## src/rtl/uart_tx_fifo_if.sv

```systemverilog
// uart_tx_fifo_if: bundles the host push side and the transmitter load side
// of the UART transmit FIFO.
//   host side : i_wr, i_wdata -> FIFO; o_full, o_empty, o_count <- FIFO
//   tx side   : i_tx_mty -> FIFO; o_tx_we, o_tx_data <- FIFO
//   optional  : i_clr_ovf -> FIFO; o_ovf <- FIFO (only with UART_TXF_OVF_EN)
// Modports: master = host/transmitter environment, slave = the FIFO.
interface uart_tx_fifo_if #(
  parameter int WIDTH_DATA = 8,
  parameter int DEPTH_LOG2 = 4
);
  logic                  i_wr;
  logic [WIDTH_DATA-1:0] i_wdata;
  logic                  o_full;
  logic                  o_empty;
  logic [DEPTH_LOG2:0]   o_count;
  logic                  i_tx_mty;
  logic                  o_tx_we;
  logic [WIDTH_DATA-1:0] o_tx_data;
`ifdef UART_TXF_OVF_EN
  logic                  o_ovf;
  logic                  i_clr_ovf;

  modport master (
    output i_wr, i_wdata, i_tx_mty, i_clr_ovf,
    input  o_full, o_empty, o_count, o_tx_we, o_tx_data, o_ovf
  );
  modport slave (
    input  i_wr, i_wdata, i_tx_mty, i_clr_ovf,
    output o_full, o_empty, o_count, o_tx_we, o_tx_data, o_ovf
  );
`else
  modport master (
    output i_wr, i_wdata, i_tx_mty,
    input  o_full, o_empty, o_count, o_tx_we, o_tx_data
  );
  modport slave (
    input  i_wr, i_wdata, i_tx_mty,
    output o_full, o_empty, o_count, o_tx_we, o_tx_data
  );
`endif
endinterface

```

## src/rtl/uart_tx_fifo.sv

```systemverilog
// uart_tx_fifo: circular FIFO in front of the UART transmitter. The host
// pushes words with i_wr; a 3-state drain FSM hands one word at a time to the
// transmitter (one-cycle o_tx_we with o_tx_data) whenever the transmitter's
// holding register is empty (i_tx_mty).
// Ports:
//   i_clk  : clock, same domain as the transmitter
//   i_nrst : asynchronous active-low reset
//   bus    : uart_tx_fifo_if.slave (host push side + transmitter load side)
// Optional feature macro UART_TXF_OVF_EN: adds sticky overflow flag o_ovf
// (set by a push attempted while full, cleared by i_clr_ovf, set wins).
module uart_tx_fifo #(
  parameter int WIDTH_DATA = 8,
  parameter int DEPTH_LOG2 = 4
) (
  input logic           i_clk,
  input logic           i_nrst,
  uart_tx_fifo_if.slave bus
);

  localparam int DEPTH = 2 ** DEPTH_LOG2;
  localparam int PW    = DEPTH_LOG2 + 1;

  typedef enum logic [1:0] {
    D_IDLE  = 2'd0,
    D_PULSE = 2'd1,
    D_GUARD = 2'd2
  } drain_t;

  drain_t                state, state_n;
  logic [WIDTH_DATA-1:0] mem [DEPTH];
  logic [PW-1:0]         wptr, rptr;
  logic [PW-1:0]         wptr_n, rptr_n, count_n;
  logic                  full_q, empty_q;
  logic [PW-1:0]         count_q;
  logic                  tx_we_q;
  logic [WIDTH_DATA-1:0] tx_data_q;
  logic                  push, pop;
  logic                  full_n, empty_n;

  // Full is checked against the registered flag only, so a pop in the same
  // cycle never frees a slot for a simultaneous push.
  assign push = bus.i_wr && !full_q;

  // Drain FSM: pop only from D_IDLE; D_PULSE carries the load strobe and
  // D_GUARD gives the transmitter a cycle to drop i_tx_mty.
  always_comb begin
    state_n = state;
    pop     = 1'b0;
    case (state)
      D_IDLE: begin
        if (!empty_q && bus.i_tx_mty) begin
          pop     = 1'b1;
          state_n = D_PULSE;
        end
      end
      D_PULSE: state_n = D_GUARD;
      D_GUARD: state_n = D_IDLE;
      default: state_n = D_IDLE;
    endcase
  end

  // Next pointer values; flags are derived from these so they update on the
  // same edge as the pointers. MSB is the wrap bit.
  always_comb begin
    wptr_n  = wptr + {{DEPTH_LOG2{1'b0}}, push};
    rptr_n  = rptr + {{DEPTH_LOG2{1'b0}}, pop};
    count_n = wptr_n - rptr_n;
    empty_n = (wptr_n == rptr_n);
    full_n  = ((wptr_n ^ rptr_n) == {1'b1, {DEPTH_LOG2{1'b0}}});
  end

  always_ff @(posedge i_clk or negedge i_nrst) begin
    if (!i_nrst) state <= D_IDLE;
    else         state <= state_n;
  end

  always_ff @(posedge i_clk or negedge i_nrst) begin
    if (!i_nrst) begin
      wptr      <= '0;
      rptr      <= '0;
      full_q    <= 1'b0;
      empty_q   <= 1'b1;
      count_q   <= '0;
      tx_we_q   <= 1'b0;
      tx_data_q <= '1;
    end else begin
      wptr    <= wptr_n;
      rptr    <= rptr_n;
      full_q  <= full_n;
      empty_q <= empty_n;
      count_q <= count_n;
      tx_we_q <= pop;
      if (pop) tx_data_q <= mem[rptr[DEPTH_LOG2-1:0]];
    end
  end

  // Storage is not reset; stale contents are unreachable after pointer reset.
  always_ff @(posedge i_clk) begin
    if (push) mem[wptr[DEPTH_LOG2-1:0]] <= bus.i_wdata;
  end

`ifdef UART_TXF_OVF_EN
  logic ovf_q;
  always_ff @(posedge i_clk or negedge i_nrst) begin
    if (!i_nrst)                    ovf_q <= 1'b0;
    else if (bus.i_wr && full_q)    ovf_q <= 1'b1;
    else if (bus.i_clr_ovf)         ovf_q <= 1'b0;
  end
  assign bus.o_ovf = ovf_q;
`endif

  assign bus.o_full    = full_q;
  assign bus.o_empty   = empty_q;
  assign bus.o_count   = count_q;
  assign bus.o_tx_we   = tx_we_q;
  assign bus.o_tx_data = tx_data_q;

endmodule

```

## src/flat_wrapper.sv

```systemverilog
// flat-port wrapper written by rule: the top's interface ports become plain ports
module uart_tx_fifo_flat 
#(
  parameter int WIDTH_DATA = 8,
  parameter int DEPTH_LOG2 = 4
)
  (i_clk, i_nrst, bus_i_wr, bus_i_wdata, bus_i_tx_mty, bus_o_full, bus_o_empty, bus_o_count, bus_o_tx_we, bus_o_tx_data);
  uart_tx_fifo_if #(.WIDTH_DATA(WIDTH_DATA), .DEPTH_LOG2(DEPTH_LOG2)) bus_i ();
  input logic i_clk;
  input logic i_nrst;
  input wire logic [$bits(bus_i.i_wr)-1:0] bus_i_wr;
  input wire logic [$bits(bus_i.i_wdata)-1:0] bus_i_wdata;
  input wire logic [$bits(bus_i.i_tx_mty)-1:0] bus_i_tx_mty;
  output wire logic [$bits(bus_i.o_full)-1:0] bus_o_full;
  output wire logic [$bits(bus_i.o_empty)-1:0] bus_o_empty;
  output wire logic [$bits(bus_i.o_count)-1:0] bus_o_count;
  output wire logic [$bits(bus_i.o_tx_we)-1:0] bus_o_tx_we;
  output wire logic [$bits(bus_i.o_tx_data)-1:0] bus_o_tx_data;
  assign bus_i.i_wr = bus_i_wr;
  assign bus_i.i_wdata = bus_i_wdata;
  assign bus_i.i_tx_mty = bus_i_tx_mty;
  assign bus_o_full = bus_i.o_full;
  assign bus_o_empty = bus_i.o_empty;
  assign bus_o_count = bus_i.o_count;
  assign bus_o_tx_we = bus_i.o_tx_we;
  assign bus_o_tx_data = bus_i.o_tx_data;
  uart_tx_fifo #(.WIDTH_DATA(WIDTH_DATA), .DEPTH_LOG2(DEPTH_LOG2)) u_core (.i_clk(i_clk), .i_nrst(i_nrst), .bus(bus_i));
endmodule
```

## config.mk

```make
export PLATFORM = sky130hd
export DESIGN_NAME = uart_tx_fifo_flat
export DESIGN_NICKNAME = d
export VERILOG_FILES = /design/src/rtl/uart_tx_fifo_if.sv /design/src/rtl/uart_tx_fifo.sv /design/src/flat_wrapper.sv
export SDC_FILE = /design/constraint.sdc
export NUM_CORES = 1
export LEC_CHECK = 0
export ABC_CLOCK_PERIOD_IN_PS = 3140
export CAP_MARGIN = 10
export CORE_ASPECT_RATIO = 2
export CORE_MARGIN = 1.5
export CORE_UTILIZATION = 55
export CTS_BUF_LIST = sky130_fd_sc_hd__clkbuf_4
export DETAILED_ROUTE_END_ITERATION = 8
export MAX_ROUTING_LAYER = met4
export PLACE_DENSITY = 0.76
export SYNTH_ARGS = -nofsm -noshare
export SYNTH_HDL_FRONTEND = slang
export SYNTH_SLANG_ARGS = --single-unit
```

## constraint.sdc

```tcl
create_clock -name i_clk -period 3.14 [get_ports i_clk]
set_clock_uncertainty 0.05 [all_clocks]
set_input_delay 0.785 -clock i_clk [delete_from_list [all_inputs] [get_ports i_clk]]
set_output_delay 0.785 -clock i_clk [all_outputs]
set_load 0.01 [all_outputs]
```

* After elaboration in Yosys (flattened, before gate mapping) *
Memories as Yosys holds them, arrays and structs flattened. A register that Yosys moved wholly into a read port is not among the register bits.
Index checks and enable logic that the tools add are counted.

storage, ports and cells
  output and inout bits = 16
  bits in writable memories = 128
  memories = 1
  register bits after elaboration = 20
  logic and storage cells = 28
  input port bits = 12

memory list
  name        depth  width  rd ports  clocked after Yosys merged registers in  wr ports  line                source
  u_core.mem  16     8      1         1                                        1         uart_tx_fifo.sv:30  logic [WIDTH_DATA-1:0] mem [DEPTH];

operators by class
  reductions and logical operators = 6
  mux-type cells = 6
  add/subtract/negate cells = 3
  equal/unequal tests = 4
  bitwise operators = 1

operators with widths
  cell                                                                     count
  5-bit by 1-bit adder with 5-bit output                                   2
  5-bit == test                                                            1
  5-bit == test, second input constant                                     1
  5-bit subtractor                                                         1
  5-bit XOR                                                                1
  1-bit 2-to-1 mux                                                         4
  2-bit one-hot mux with 2 select lines                                    1
  1-bit logical NOT                                                        3
  2-bit by 1-bit == test with 1-bit output, second input constant          1
  1-bit logical AND                                                        2
  2-bit logical NOT                                                        1
  2-bit 2-to-1 mux                                                         1
  2-bit by 1-bit inequality test with 1-bit output, second input constant  1

* Longest topological paths before layout *
  depth in word-level cells = 7
  mapped depth = 11
  gate-level depth less buffers = 10

* Worst setup path after synthesis *
Ideal clock, no wire load.

  kind = input-to-reg
  start point = input bus_i_tx_mty
  end point = register u_core.count_q[4], in the netlist u_core.bus.o_count[4]
  data arrival time = 3.082 ns
  data required time = 2.960 ns
  cell stages on the path = 11
  path buffers = 1
  setup slack = -0.122 ns
  setup time = 0.130 ns
  cell sequence = or4b_1 -> clkbuf_1 -> inv_2 -> ha_1 -> ha_1 -> xnor2_1 -> ha_1 -> a21oi_1 -> maj3_2 -> maj3_2 -> xnor2_1

between the ends
  word-level cells in the longest chain between the ends = 5

RTL lines
  what                                    line                source
  from (decl)                             flat_wrapper.sv:13  input wire logic [$bits(bus_i.i_tx_mty)-1:0] bus_i_tx_mty;
  1-bit logical AND                       uart_tx_fifo.sv:51  if (!empty_q && bus.i_tx_mty) begin
  1-bit 2-to-1 mux                        uart_tx_fifo.sv:51
  1-bit 2-to-1 mux                        uart_tx_fifo.sv:49  case (state)
  via u_core.pop                          uart_tx_fifo.sv:37  logic push, pop;
  5-bit by 1-bit adder with 5-bit output  uart_tx_fifo.sv:66  rptr_n = rptr + {{DEPTH_LOG2{1'b0}}, pop};
  5-bit subtractor                        uart_tx_fifo.sv:67  count_n = wptr_n - rptr_n;
  via u_core.count_n[4]                   uart_tx_fifo.sv:32  logic [PW-1:0] wptr_n, rptr_n, count_n;
  to (signal assigned)                    uart_tx_fifo.sv:91  count_q <= count_n;
  to (decl)                               uart_tx_fifo.sv:34  logic [PW-1:0] count_q;

The timed path passes the listed nets, and every way through them passes these cells.
A chain may end at the register's enable or synchronous reset.

* Worst setup path in the final report *
Ends and elaborated chain as after synthesis.

==> impl_metrics.env <==
export IMPL_status="completed"
export IMPL_wl_per_cell_um=21.1
export IMPL_track_usage=0.206
export IMPL_die_height_um=153
export IMPL_finalCritPeriodShare=0.964
export IMPL_nFillCells=748
export IMPL_r2r_start="u_core.state[0]"
export IMPL_cts_tree="yes"
export IMPL_cts_made_buffers=17
export IMPL_port_buffers=27
export IMPL_ant_nets=0
export IMPL_fin_setup_tns_ns=0
export IMPL_grt_ovfl_total=0
export IMPL_postSynthAreaPerCell_sq_um=20.4
export IMPL_dp_hpwl_um=7590
export IMPL_placed_area_sq_um=6800
export IMPL_core_sq_um=10900
export IMPL_synthTopCellsByArea="edfxtp_1 62%, dfrtp_1 7.7%, mux4_1 6.8%"
export IMPL_place_gp_congestion=0.838
export IMPL_cts_setup_buffers=0
export IMPL_rsz0062_at_grt="no"
export IMPL_initial_core_util=0.566
export IMPL_yosysTopAreaCell="edfxtp_1"
export IMPL_die_x_um=78.0
export IMPL_setup_violations=0
export IMPL_yosysWarnings=0
export IMPL_drt_iter0_markers=149
export IMPL_worstMarginPinSlew_ns=0.902
export IMPL_leakage_nw=2.49
export IMPL_power_density_nw_per_um2=926
export IMPL_synth_fa_ha_area_frac=0.0194
export IMPL_synth_top_area_frac=0.621
export IMPL_postLayoutCellArea_sq_um=7100
export IMPL_crit_buf_inv=2
export IMPL_hold_violations=0
export IMPL_clk_pin_slew_worst_paths_ns=0.12
export IMPL_synth_simple_area_share=0.0343
export IMPL_worstHoldEndpoint="u_core.state[1]"
export IMPL_grt_pass1_vias=3221
export IMPL_critPathMaxStageDelay_ns=0.49
export IMPL_synthXorXnorAreaFrac=0.0196
export IMPL_synth_compound_area_share=0.0149
export IMPL_die_area_sq_um=11900
export IMPL_worst_path_max_fanout=3
export IMPL_r2r_slack_ns=0.34
export IMPL_cp_slowest_cell="or4b_1"
export IMPL_synthArstFlopShare=0.179
export IMPL_ys_types=34
export IMPL_rr_endpoint="u_core.bus.o_count[4]"
export IMPL_total_power_w=0.00658
export IMPL_maxCapViolCount=0
export IMPL_synth_seq_cells=156
export IMPL_yosysSeqAreaShare=0.736
export IMPL_area_growth_pct=14.6
export IMPL_final_layout_size_suffix_gt1_frac=0.269
export IMPL_cts_buffer_depth=2
export IMPL_row_count=54
export IMPL_synth_edf_count=128
export IMPL_required_ns=3.51
export IMPL_start_kind="input pin"
export IMPL_antenna_found_initial=1
export IMPL_synth_top_family_by_area="multiplexers"
export IMPL_post_synth_mux_area_share=0.154
export IMPL_arrival_ns=3.40
export IMPL_syn_area_sq_um=6190
export IMPL_io_pins=28
export IMPL_whs_path_depth=1
export IMPL_h_tree_depth=4
export IMPL_clock_sinks=156
export IMPL_drt_first_pass_iters=4
export IMPL_ys_flop_type="edfxtp_1"
export IMPL_hold_buffers=0
export IMPL_final_common_cell="edfxtp_1"
export IMPL_vias=2939
export IMPL_cts_repair_resized=0
export IMPL_vias_per_cell=5.65
export IMPL_clock_latency_ns=0.54
export IMPL_grt_max_degree=35
export IMPL_worstRegToRegCells=10
export IMPL_crit_type="in2reg"
export IMPL_drc_errors=0
export IMPL_cts_root_buf="clkbuf_4"
export IMPL_ir_drop_mv=0.636
export IMPL_min_delay_start="u_core.state[1]"
export IMPL_path_delay_family="adder cells"
export IMPL_synth_nets=323
export IMPL_slew_limit_headroom=0.397
export IMPL_holdCritPathClass="reg2reg"
export IMPL_final_cell_mix="128 x edfxtp_1, 30 x buf_4, 27 x clkdlybuf4s50_1"
export IMPL_path_cells="clkdlybuf4s50_1 > or4b_1 > inv_2 > ha_4 > ha_4 > xnor2_2 > ha_2 > a21oi_1 > maj3_2 > maj3_2 > xnor2_1"
export IMPL_synthCells=304
export IMPL_clock_fmax_ghz=0.330
export IMPL_grt_pass1_wl_um=17200
export IMPL_num_nets_final=385
export IMPL_drv_slew=0
export IMPL_crit_path_end_kind="flop"
export IMPL_drt_wl_total_um=11000
export IMPL_post_route_min_period_ns=3.03
-- how the worst max path moves through the flow --
stage,startpoint,end,slack (ns),cells after the start
global route,bus_i_tx_mty,u_core.bus.o_count[4],0.04,11
finish,bus_i_tx_mty,u_core.bus.o_count[4],0.11,11
CTS,bus_i_tx_mty,u_core.bus.o_count[4],0.15,11
global placement,bus_i_tx_mty,u_core.bus.o_count[4],-0.33,11
detailed placement,bus_i_tx_mty,u_core.bus.o_count[4],-0.45,11
floorplan,bus_i_tx_mty,u_core.bus.o_count[4],0.02,11
-- worst reg2reg max path, cell delays in order, from the launching register on --
cell and delay (ns):
dfrtp_1 0.40, or4b_1 0.57, inv_2 0.12, ha_4 0.17, ha_4 0.21, xnor2_2 0.16
ha_2 0.19, a21oi_1 0.06, maj3_2 0.32, maj3_2 0.31, xnor2_1 0.13
-- per-layer routing --
layer	global-route usage	routed length [um]	up-vias	part of all wire
li1	-	-	1351	-
met1	0.216	4050	1509	0.37
met2	0.368	6350	62	0.58
met3	0.0537	295	17	0.027
met4	0.0723	263	0	0.024
met5	-	0	-	0
-- layout make-up --
type / instances / area, sq um / share of cell area
Clock buffer: 20 / 150 / 0.0211
Multi-Input combinational cell: 123 / 1530 / 0.216
Tap cell: 140 / 175 / 0.0247
Inverter: 11 / 41.3 / 0.00581
Clock inverter: 12 / 146 / 0.0206
Sequential cell: 156 / 4560 / 0.642
Timing Repair Buffer: 57 / 495 / 0.0698
Antenna cell: 1 / 2.50 / 0.000352
-- metrics by stage --
step           utilization  setup WS [ns]  hold WS [ns]  instances
5_1_grt              0.649         0.0352         0.413        520
4_1_cts              0.648          0.146         0.393        519
3_3_place_gp         0.621         -0.333         0.362        487
2_1_floorplan            -         0.0237         0.348        304
3_5_place_dp         0.621         -0.446         0.375        487
6_report             0.649          0.113         0.391        520
-- synthesized netlist by cell type, types with 7 or more instances --
cell,number
a221o_1,8
dfrtp_1,19
dfstp_2,9
edfxtp_1,128
ha_1,7
inv_1,10
mux2_2,8
mux2i_1,8
mux4_1,16
mux4_2,16
nor2_1,14
nor3_1,12
xnor2_1,7
-- report_power, final --
group,internal (W),switching [W]
clock,0.000572,0.000658
combinational,0.00131,0.00120
sequential,0.00266,0.000177
-- flip-flops by register name (all words and copies together) (netlist names) --
name / flops
u_core.rptr: 5
u_core.wptr: 5
u_core.bus.o_tx_data: 8
u_core.state: 2
u_core.bus.o_full: 1
u_core.bus.o_tx_we: 1
u_core.bus.o_empty: 1
u_core.bus.o_count: 5
u_core.mem: 128
-- kinds of logic after synthesis --
group           after synthesis
fa+ha+maj                    10
flops                       156
buf+inv                      25
mux                          48
simple gates                 42
xor+xnor                     13
compound gates               10
Power figures use the tool's default switching activity.
